==> src/rtl/sync_updown_mod_counter.sv <==
// rtl/sync_updown_mod_counter.sv - up/down modulo-MOD counter with clear, clamped load and wrap pulse
module sync_updown_mod_counter #(
  parameter int WIDTH     = 3,
  parameter int MOD       = 8,
  parameter int RESET_VAL = MOD - 1,
  parameter bit SATURATE  = 1'b0
) (
  input  logic             clk,
  input  logic             rst_n,
  input  logic             clr,
  input  logic             load,
  input  logic [WIDTH-1:0] load_val,
  input  logic             en,
  input  logic             up_dn,
  output logic [WIDTH-1:0] q,
  output logic             at_term,
  output logic             wrap
);

  localparam logic [WIDTH-1:0] MAX_VAL   = WIDTH'(MOD - 1);
  localparam logic [WIDTH-1:0] RESET_Q   = WIDTH'(RESET_VAL);
  localparam logic [WIDTH-1:0] ZERO      = '0;
  localparam logic [WIDTH-1:0] ONE       = WIDTH'(1);

  logic [WIDTH-1:0] q_next;
  logic             wrap_next;
  logic             at_max;
  logic             at_min;

  assign at_max  = (q == MAX_VAL);
  assign at_min  = (q == ZERO);
  assign at_term = up_dn ? at_max : at_min;

  always_comb begin
    q_next    = q;
    wrap_next = 1'b0;
    if (clr) begin
      q_next = ZERO;
    end else if (load) begin
      // Out-of-range load values clamp to the top of the count range.
      q_next = (load_val > MAX_VAL) ? MAX_VAL : load_val;
    end else if (en) begin
      if (up_dn) begin
        if (!at_max) begin
          q_next = q + ONE;
        end else if (!SATURATE) begin
          q_next    = ZERO;
          wrap_next = 1'b1;
        end
      end else begin
        if (!at_min) begin
          q_next = q - ONE;
        end else if (!SATURATE) begin
          q_next    = MAX_VAL;
          wrap_next = 1'b1;
        end
      end
    end
  end

  always_ff @(posedge clk or negedge rst_n) begin
    if (!rst_n) begin
      q    <= RESET_Q;
      wrap <= 1'b0;
    end else begin
      q    <= q_next;
      wrap <= wrap_next;
    end
  end

endmodule

==> config.mk <==
export PLATFORM = sky130hd
export DESIGN_NAME = sync_updown_mod_counter
export DESIGN_NICKNAME = d
export VERILOG_FILES = /design/src/rtl/sync_updown_mod_counter.sv
export SDC_FILE = /design/constraint.sdc
export NUM_CORES = 1
export LEC_CHECK = 0
export CAP_MARGIN = 40
export CORE_AREA = 2 2 39 41
export CTS_CLUSTER_SIZE = 25
export DETAILED_ROUTE_END_ITERATION = 10
export DIE_AREA = 0 0 41 43
export DONT_BUFFER_PORTS = 1
export PLACE_DENSITY = 0.4
export SLEW_MARGIN = 20
export SYNTH_ARGS = -nofsm -noshare
export SYNTH_HDL_FRONTEND = slang
export SYNTH_SLANG_ARGS = --single-unit
==> constraint.sdc <==
create_clock -name clk -period 1.93 [get_ports clk]
set_input_delay 0.2895 -clock clk [delete_from_list [all_inputs] [get_ports clk]]
set_output_delay 0.2895 -clock clk [all_outputs]
set_load 0.005 [all_outputs]
Word level (Yosys, flattened, before mapping)
Cells that the tools add are included.
{"block": "totals", "regBits": 4, "out_inout_bits": 5, "elab_cells": 22}
{"block": "classes", "eq_ne": 1, "order_cmp": 1, "n_mux": 14, "n_reduce_logical": 2, "addsub": 2}
{"operator": "2-to-1 mux 3 bit", "n": 7}
{"operator": "2-to-1 mux 1 bit", "n": 7}
{"operator": "adder 3 x 1 -> 3 bit (second input constant)", "n": 1}
{"operator": "== test 3 bit (second input constant)", "n": 1}
{"operator": "greater-than comparator 3 bit (second input constant)", "n": 1}
{"operator": "zero test 3 bit", "n": 1}
{"operator": "nonzero test 3 bit", "n": 1}
{"operator": "subtractor 3 x 1 -> 3 bit (second input constant)", "n": 1}

Logic depth before layout (Yosys ltp)
Gate-level depths: netlist of run 1.
{"block": "logic_depth", "word_depth": 6, "ltp_mapped": 5, "depth_no_buf": 5}

Least setup slack after synthesis of run 1
Ideal clock, no wire load.
{"block": "synth_path", "path_type": "register to register", "start": "register q[0]", "end": "register q[2]", "arrival_time_ps": 1431, "n_path_buf": 0, "setup_slack_ps": 408, "required_time_ps": 1839, "stages_incl_launch_ff": 6, "path_cell_list": "dfstp_2 inv_1 ha_1 or3_1 a221oi_1 a2111oi_0"}
{"block": "synth_between", "elab_chain_len": 6}
{"element": "from (decl)", "line_no": "15", "text": "output logic [WIDTH-1:0] q,"}
{"element": "from (signal assigned)", "line_no": "66", "text": "q <= q_next;"}
{"element": "subtractor 3 x 1 -> 3 bit, or another cell as far along", "line_no": "52", "text": "q_next = q - ONE;"}
{"element": "2-to-1 mux 3 bit (on tied branches)", "line_no": "51, 44"}
{"element": "2-to-1 mux 3 bit (*)", "line_no": "43", "text": "if (up_dn) begin"}
{"element": "2-to-1 mux 3 bit (*)", "line_no": "42", "text": "end else if (en) begin"}
{"element": "2-to-1 mux 3 bit (*)", "line_no": "39", "text": "end else if (load) begin"}
{"element": "2-to-1 mux 3 bit (*)", "line_no": "37", "text": "if (clr) begin"}
Mark *: on every way between the ends. The rest lies on a longest branch, timed or not. The select of a mux whose other input is x is not followed.
A chain may end at the register's enable or synchronous reset.

Final worst setup path of run 1
{"block": "layout_path", "start": "register q[0]", "end": "output port at_term"}
{"block": "layout_between", "elab_chain_len": 2}
{"element": "== test 3 bit / zero test 3 bit (equally long branches)", "line_no": "30, 31"}
{"element": "2-to-1 mux 1 bit (*)", "line_no": "32", "text": "assign at_term = up_dn ? at_max : at_min;"}
{"element": "to (decl)", "line_no": "16", "text": "output logic at_term,"}
Mark *: on every way between the ends. The rest lies on a longest branch, timed or not.

==> flow_summary.ini, run 1 <==
[detailed_routing]
vias_per_cell = 4.759
route.vias.total = 257
drcViolationCount = 0
wl_per_cell_um = 12.63
ant_nets = 0
routed_wl_um = 682
drt_iter0_markers = 1
drtPass1Iterations = 2

[grt]
track_usage_pct = 9.265
grt_pass1_wl_um = 1076
antenna_found_initial = 0
grt_max_degree = 9
grt_pass1_vias = 269
gr-total-overflow = 0

[sta]
period_minus_slack_ns = 1.669
grt_setup_unrepaired = no
slew_violations = 0
fin_worst_skew_ns = 0.003286
slew-limit-headroom_pct = 75.94
fmax_ghz = 0.5993
post-route-period-util_pct = 86.46
worstMarginPinSlew_ns = 0.3518
setup_viol = 0
setup_tns_ns = 0
hold_viol_final = 0

[clocking]
htree_levels = 1
cts_buffer_depth = 2
clk_pin_slew_ns = 0.04
clkSinkCount = 4
numCtsBuffers = 3
cts_tree = done
insertion_delay_ns = 0.23
cts_root_buffer = clkbuf_4

[yosys]
ys.flop_type = dfstp_2
syn_inst = 33
yosys_warnings = 0
async_flop_share_pct = 100.0
synth_area_um2 = 322.8
ys_types = 20
ys_seq_area_share_pct = 32.17
ys_seq_elements = 4
synth_edf_count = 0
avgSynthCellArea_um2 = 9.782
synth_fp_nets = 46
synth_area_leaders = dfstp_2 (24%), ha_1 (16%), dfrtp_1 (7.8%)
synth.most_common_cell = ha_1
synth_largest_area_cell = dfstp_2
synth_top_area_share_pct = 24.42
ys_top_cells_by_count = ha_1 (4), a21oi_1 (3), dfstp_2 (3), inv_1 (3)

[power]
leakagePower_nw = 0.1638
seqPwrFrac_pct = 39.8
ir_drop_mv = 0.3049
combPwrFrac_pct = 17.2
power.switching_w = 0.00006370
powerDensity_mw_per_mm2 = 684.5
clkPwrFrac_pct = 43.0
swShare_pct = 24.55
internal_power_w = 0.0001958

[placement]
placed_area_um2 = 342.8
routabilityCongestion = 0.7590
numPortBuffers = 0
post-dp-hpwl_um = 569.2
dp_cells = 49

[die]
boundaryPins = 14
start_util_pct = 23.33
die_area_mm2 = 0.001763
core_mm2 = 0.001384
die-height_um = 43
die_x_um = 41
fp-row-count = 14

[worst_setup_path]
worstPathRequired_ns = 1.64
crit_family = simple AND/OR/NAND/NOR gates
path_cells = inv_1, ha_1, or3b_1, nand2_1
critPathMaxStageDelay_ns = 0.39
critical_path_depth = 4
cpMaxStageDelayCell = or3b_1
cp.buffers_inverters = 1
r2r_cells = 5
crit_arrival_ns = 1.38
path_class = flop to output pin
cp_max_fo = 5
end_kind = output pin
critPathLaunchType = flop

[cells_and_area]
area_delta_synth_final_pct = 17.44
fin_cells = 54
final_nets = 52
diodes = 0
fin_area_um2 = 379.1
drive_gt1_share_pct = 21.05

[outcome]
status = finished clean

[worst_hold_path]
holdPathStages = 1
hold_class = primary input to flop

[flow_run]
cap_viol_max_count = 0
-- power by group through the flow --
stage	logic, W	clock network, W	registers, W
3_3_place_gp	0.0000422	0	0.000104
2_1_floorplan	0.0000356	0	0.000101
4_1_cts	0.0000452	0.000119	0.000103
3_5_place_dp	0.0000417	0	0.000104
6_report	0.0000446	0.000112	0.000103
5_1_grt	0.0000508	0.000124	0.000104
-- registers in the layout (all words and copies together), names as in the netlist --
register / flops
q: 3
wrap: 1
-- metrics by stage --
step                setup WS (ns)  hold WS (ns)  total power, W  utilization [%]
floorplan                  0.4078     -0.006091       0.0001370                -
global placement           0.3104     -0.005928       0.0001467            24.77
detailed placement         0.2785     -0.005914       0.0001461            24.77
CTS                        0.2395       0.08866       0.0002677            27.40
global route               0.1746       0.08426       0.0002792            27.40
finish                     0.2614       0.09952       0.0002595            27.40
-- cell families (layout without fill, tap and decap cells) --
logic type / after synthesis / count (layout) / synth area share (%)
AND/OR/NAND/NOR: 14 / 14 / 29.46
adder cells (fa/ha/maj): 4 / 4 / 15.50
AO/OA/AOI/OAI: 8 / 8 / 19.38
flip-flops: 4 / 4 / 32.17
buffers and inverters: 3 / 8 / 3.488
-- layout make-up --
cell class | instances | area, um2
Fill cell | 149 | 1005
Multi-Input combinational cell | 26 | 207.7
Sequential cell | 4 | 103.9
Clock buffer | 4 | 26.28
Tap cell | 16 | 20.02
Inverter | 3 | 11.26
Timing Repair Buffer | 1 | 10.01
-- routing by layer --
| metal | share of wire [%] | vias to the layer above | GRT usage, % |
|---|---|---|---|
| li1 | - | 132 | - |
| met1 | 40 | 115 | 9.740 |
| met2 | 53 | 10 | 13.13 |
| met3 | 7.5 | 0 | 3.141 |
| met4 | 0 | 0 | 9.333 |
| met5 | 0 | - | 0 |
-- layout by cell type (no fill, tap or decap) --
cell,synthesis,final
or3b_1,2,2
inv_1,3,3
clkbuf_4,0,3
ha_1,4,4
nor2_1,1,1
o22ai_1,1,1
clkbuf_1,0,1
dlygate4sd3_1,0,1
nor3_1,1,1
or2b_1,1,1
or3_1,1,1
nand2b_4,1,1
dfstp_2,3,3
nand2_1,2,2
o32ai_2,1,1
a21oi_1,3,3
and2_1,1,1
nor2b_1,2,2
nor3b_1,2,2
a2111oi_0,1,1
dfrtp_1,1,1
a22oi_1,1,1
a221oi_1,1,1
-- worst paths after layout --
| kind | slack [ns] | startpoint | end |
|---|---|---|---|
| max in group asynchronous | 1.38 | rst_n | q[1] |
| setup reg to reg | 0.27 | q[0] | q[2] |
| min in group asynchronous | 0.32 | rst_n | wrap |
| hold / removal | 0.1 | clr | q[2] |
| hold reg to reg | 0.67 | q[2] | q[2] |
| setup / recovery | 0.26 | q[0] | at_term |
-- timing repair --
action | CTS | global route
gates resized for setup | 0 | 0
setup endpoints to repair | 0 | 0
hold endpoints to repair | 4 | 0
buffers inserted | 0 | 0
hold buffers | 1 | 0
Power figures use the tool's default switching activity.
==> run 2, diff against run 1 <==
--- a/config.mk
+++ b/config.mk
@@ -5,13 +5,14 @@
 export SDC_FILE = /design/constraint.sdc
 export NUM_CORES = 1
 export LEC_CHECK = 0
+export ABC_AREA = 1
 export CAP_MARGIN = 40
 export CORE_AREA = 2 2 39 41
 export CTS_CLUSTER_SIZE = 25
 export DETAILED_ROUTE_END_ITERATION = 10
 export DIE_AREA = 0 0 41 43
 export DONT_BUFFER_PORTS = 1
-export PLACE_DENSITY = 0.4
+export PLACE_DENSITY = 0.41
 export SLEW_MARGIN = 20
 export SYNTH_ARGS = -nofsm -noshare
 export SYNTH_HDL_FRONTEND = slang
==> run 2 against run 1 <==
Cell count increased by 37%. Die area did not move. Critical path depth is the same. Sequential cell count is the same. Global-route usage about the same. Core utilization up 0.72 points. Combinational power up 31%. Critical path type unchanged. Largest power group unchanged.
==> flow_summary.ini, run 2 <==
[worst_setup_path]
path_cells = ha_1, ha_1, nand2_1, nand2_1
rrSetupSlack_ns = 0.51
crit_arrival_ns = 1.30
worstSetupStartpoint = q[0]
end_kind = output pin
crit_family = flip-flops
critPathMaxStageDelay_ns = 0.57
regToRegStartpoint = q[0]
cp.buffers_inverters = 0
path_class = flop to output pin
worstPathRequired_ns = 1.64
timing.rr.end = q[2]
critical_path_depth = 4
cpMaxStageDelayCell = dfstp_2
crit_end = at_term
cp_max_fo = 5
r2r_cells = 7
critPathLaunchType = flop

[yosys]
ys_seq_area_share_pct = 31.20
avgSynthCellArea_um2 = 6.280
synth.most_common_cell = nand2_1
synth_area_leaders = nand2_1 (25%), dfstp_2 (24%), ha_1 (15%)
synth_area_um2 = 332.8
synth_top_area_share_pct = 24.81
ys.flop_type = dfstp_2
ys_types = 12
ys_top_cells_by_count = nand2_1 (22), nor2_1 (8), inv_1 (5)
yosys_warnings = 0
ys_seq_elements = 4
async_flop_share_pct = 100.0
syn_inst = 53
synth_edf_count = 0
synth_largest_area_cell = nand2_1
synth_fp_nets = 66

[cells_and_area]
area_delta_synth_final_pct = 16.92
registers.top_by_ff_count = q
drive_gt1_share_pct = 15.52
reg.largest.list = q (3), wrap (1)
multi_input_area_um2 = 198.9
mostFrequentLayoutCells = nand2_1 (22), nor2_1 (8), inv_1 (5), ha_1 (4)
fill_cells = 157
diodes = 0
final_common_cell = nand2_1
ff_latch_area_um2 = 103.9
largest_reg_flops = 3
final_nets = 72

[placement]
post-dp-hpwl_um = 585
routabilityCongestion = 0.6670
numPortBuffers = 0
dp_slack_ns = 0.4925

[power]
clkPwrFrac_pct = 41.1
power.switching_w = 0.00008133
internal_power_w = 0.0001965
leakagePower_nw = 0.2146
seqPwrFrac_pct = 37.9
ir_drop_mv = 0.5673
powerDensity_mw_per_mm2 = 713.9
fin_total_pwr_w = 0.0002778
combPwrFrac_pct = 21.0
swShare_pct = 29.28

[sta]
slew_violations = 0
hold_viol_final = 0
slew-limit-headroom_pct = 86.47
worstMarginPinSlew_ns = 0.2016
setup_viol = 0
finalHoldWorstSlack_ns = 0.1782
setup_tns_ns = 0
fin_worst_skew_ns = 0.002274
fmax_ghz = 0.6287
period_minus_slack_ns = 1.591
post-route-period-util_pct = 82.42
grt_setup_unrepaired = no
setup_slack_ns = 0.3393

[outcome]
status = finished clean

[die]
boundaryPins = 14
start_util_pct = 24.05
die-height_um = 43
core_mm2 = 0.001384
fp-row-count = 14
die_area_mm2 = 0.001763
die_x_um = 41

[grt]
antenna_found_initial = 0
grt_max_degree = 8
grt_pass1_vias = 284
track_usage_pct = 9.284
grt_pass1_wl_um = 1090
gr-total-overflow = 0

[clocking]
cts_buffer_depth = 2
cts-resized-gates = 0
htree_levels = 1
cts_setup_buffers = 0
cts_root_buffer = clkbuf_4
cts_tree = done
clkSinkCount = 4
insertion_delay_ns = 0.23
clk_pin_slew_ns = 0.04
numCtsBuffers = 3

[detailed_routing]
routed_wl_um = 685
drt_iter0_markers = 4
drtPass1Iterations = 2
route.vias.total = 311
drcViolationCount = 0
wl_per_cell_um = 9.257
ant_nets = 0
vias_per_cell = 4.203

[worst_hold_path]
holdPathStages = 2
hold_class = primary input to flop

[flow_run]
cap_viol_max_count = 0
## run 2: cell count changes after synthesis, sizes merged, moves of 2 or more
cell / change
o21ai: +3
nor2: +7
or3b: -2
nand2: +20
inv: +5
nor2b: -2
nor3b: -2
## run 2: worst min path at each step
| stage | startpoint | endpoint |
|---|---|---|
| after floorplan | rst_n | wrap |
| after global placement | rst_n | wrap |
| after detailed placement | rst_n | wrap |
| after CTS | en | wrap |
| after global routing | en | wrap |
| final | en | wrap |
## run 2: area by class of cell
| type | instances | share of cell area (%) |
|---|---|---|
| clock buffers | 4 | 6.752 |
| repair buffers | 1 | 2.572 |
| flip-flops and latches | 4 | 26.69 |
| multi-input cells | 41 | 51.13 |
| inverters | 8 | 7.717 |
| well taps | 16 | 5.145 |
## run 2: metal layers
layer  share of wire [%]  track usage (%)
met1                  47            12.75
met2                  45            12.19
met3                 7.9            7.330
met4                   0                0
met5                   0                0
## run 2: power by group through the flow
stage                logic, W  clock network [W]  registers (W)
finish              0.0000584           0.000114       0.000105
global route        0.0000702           0.000129       0.000107
CTS                 0.0000600           0.000121       0.000106
detailed placement  0.0000571                  0       0.000107
global placement    0.0000568                  0       0.000107
floorplan           0.0000465                  0       0.000104
## run 2: stage by stage
step | std cells | utilization [%] | cell area [um2]
floorplan | 53 | - | 332.8
global placement | 69 | 25.50 | 352.8
detailed placement | 69 | 25.50 | 352.8
CTS | 74 | 28.12 | 389.1
global route | 74 | 28.12 | 389.1
finish | 74 | 28.12 | 389.1
## run 2: timing repair
item / 4_1_cts / 5_1_grt
hold buffers: 1 / 0
endpoints found under the hold margin: 4 / 0
setup endpoints to repair: 0 / 0
## run 2: cell families (layout without fill, tap and decap cells)
kind of cell / Yosys count / count (layout) / share of synthesized area (%)
buffers and inverters: 8 / 13 / 9.023
AO/OA/AOI/OAI: 5 / 5 / 7.518
adder cells (fa/ha/maj): 4 / 4 / 15.04
flip-flops: 4 / 4 / 31.20
AND/OR/NAND/NOR: 32 / 32 / 37.22
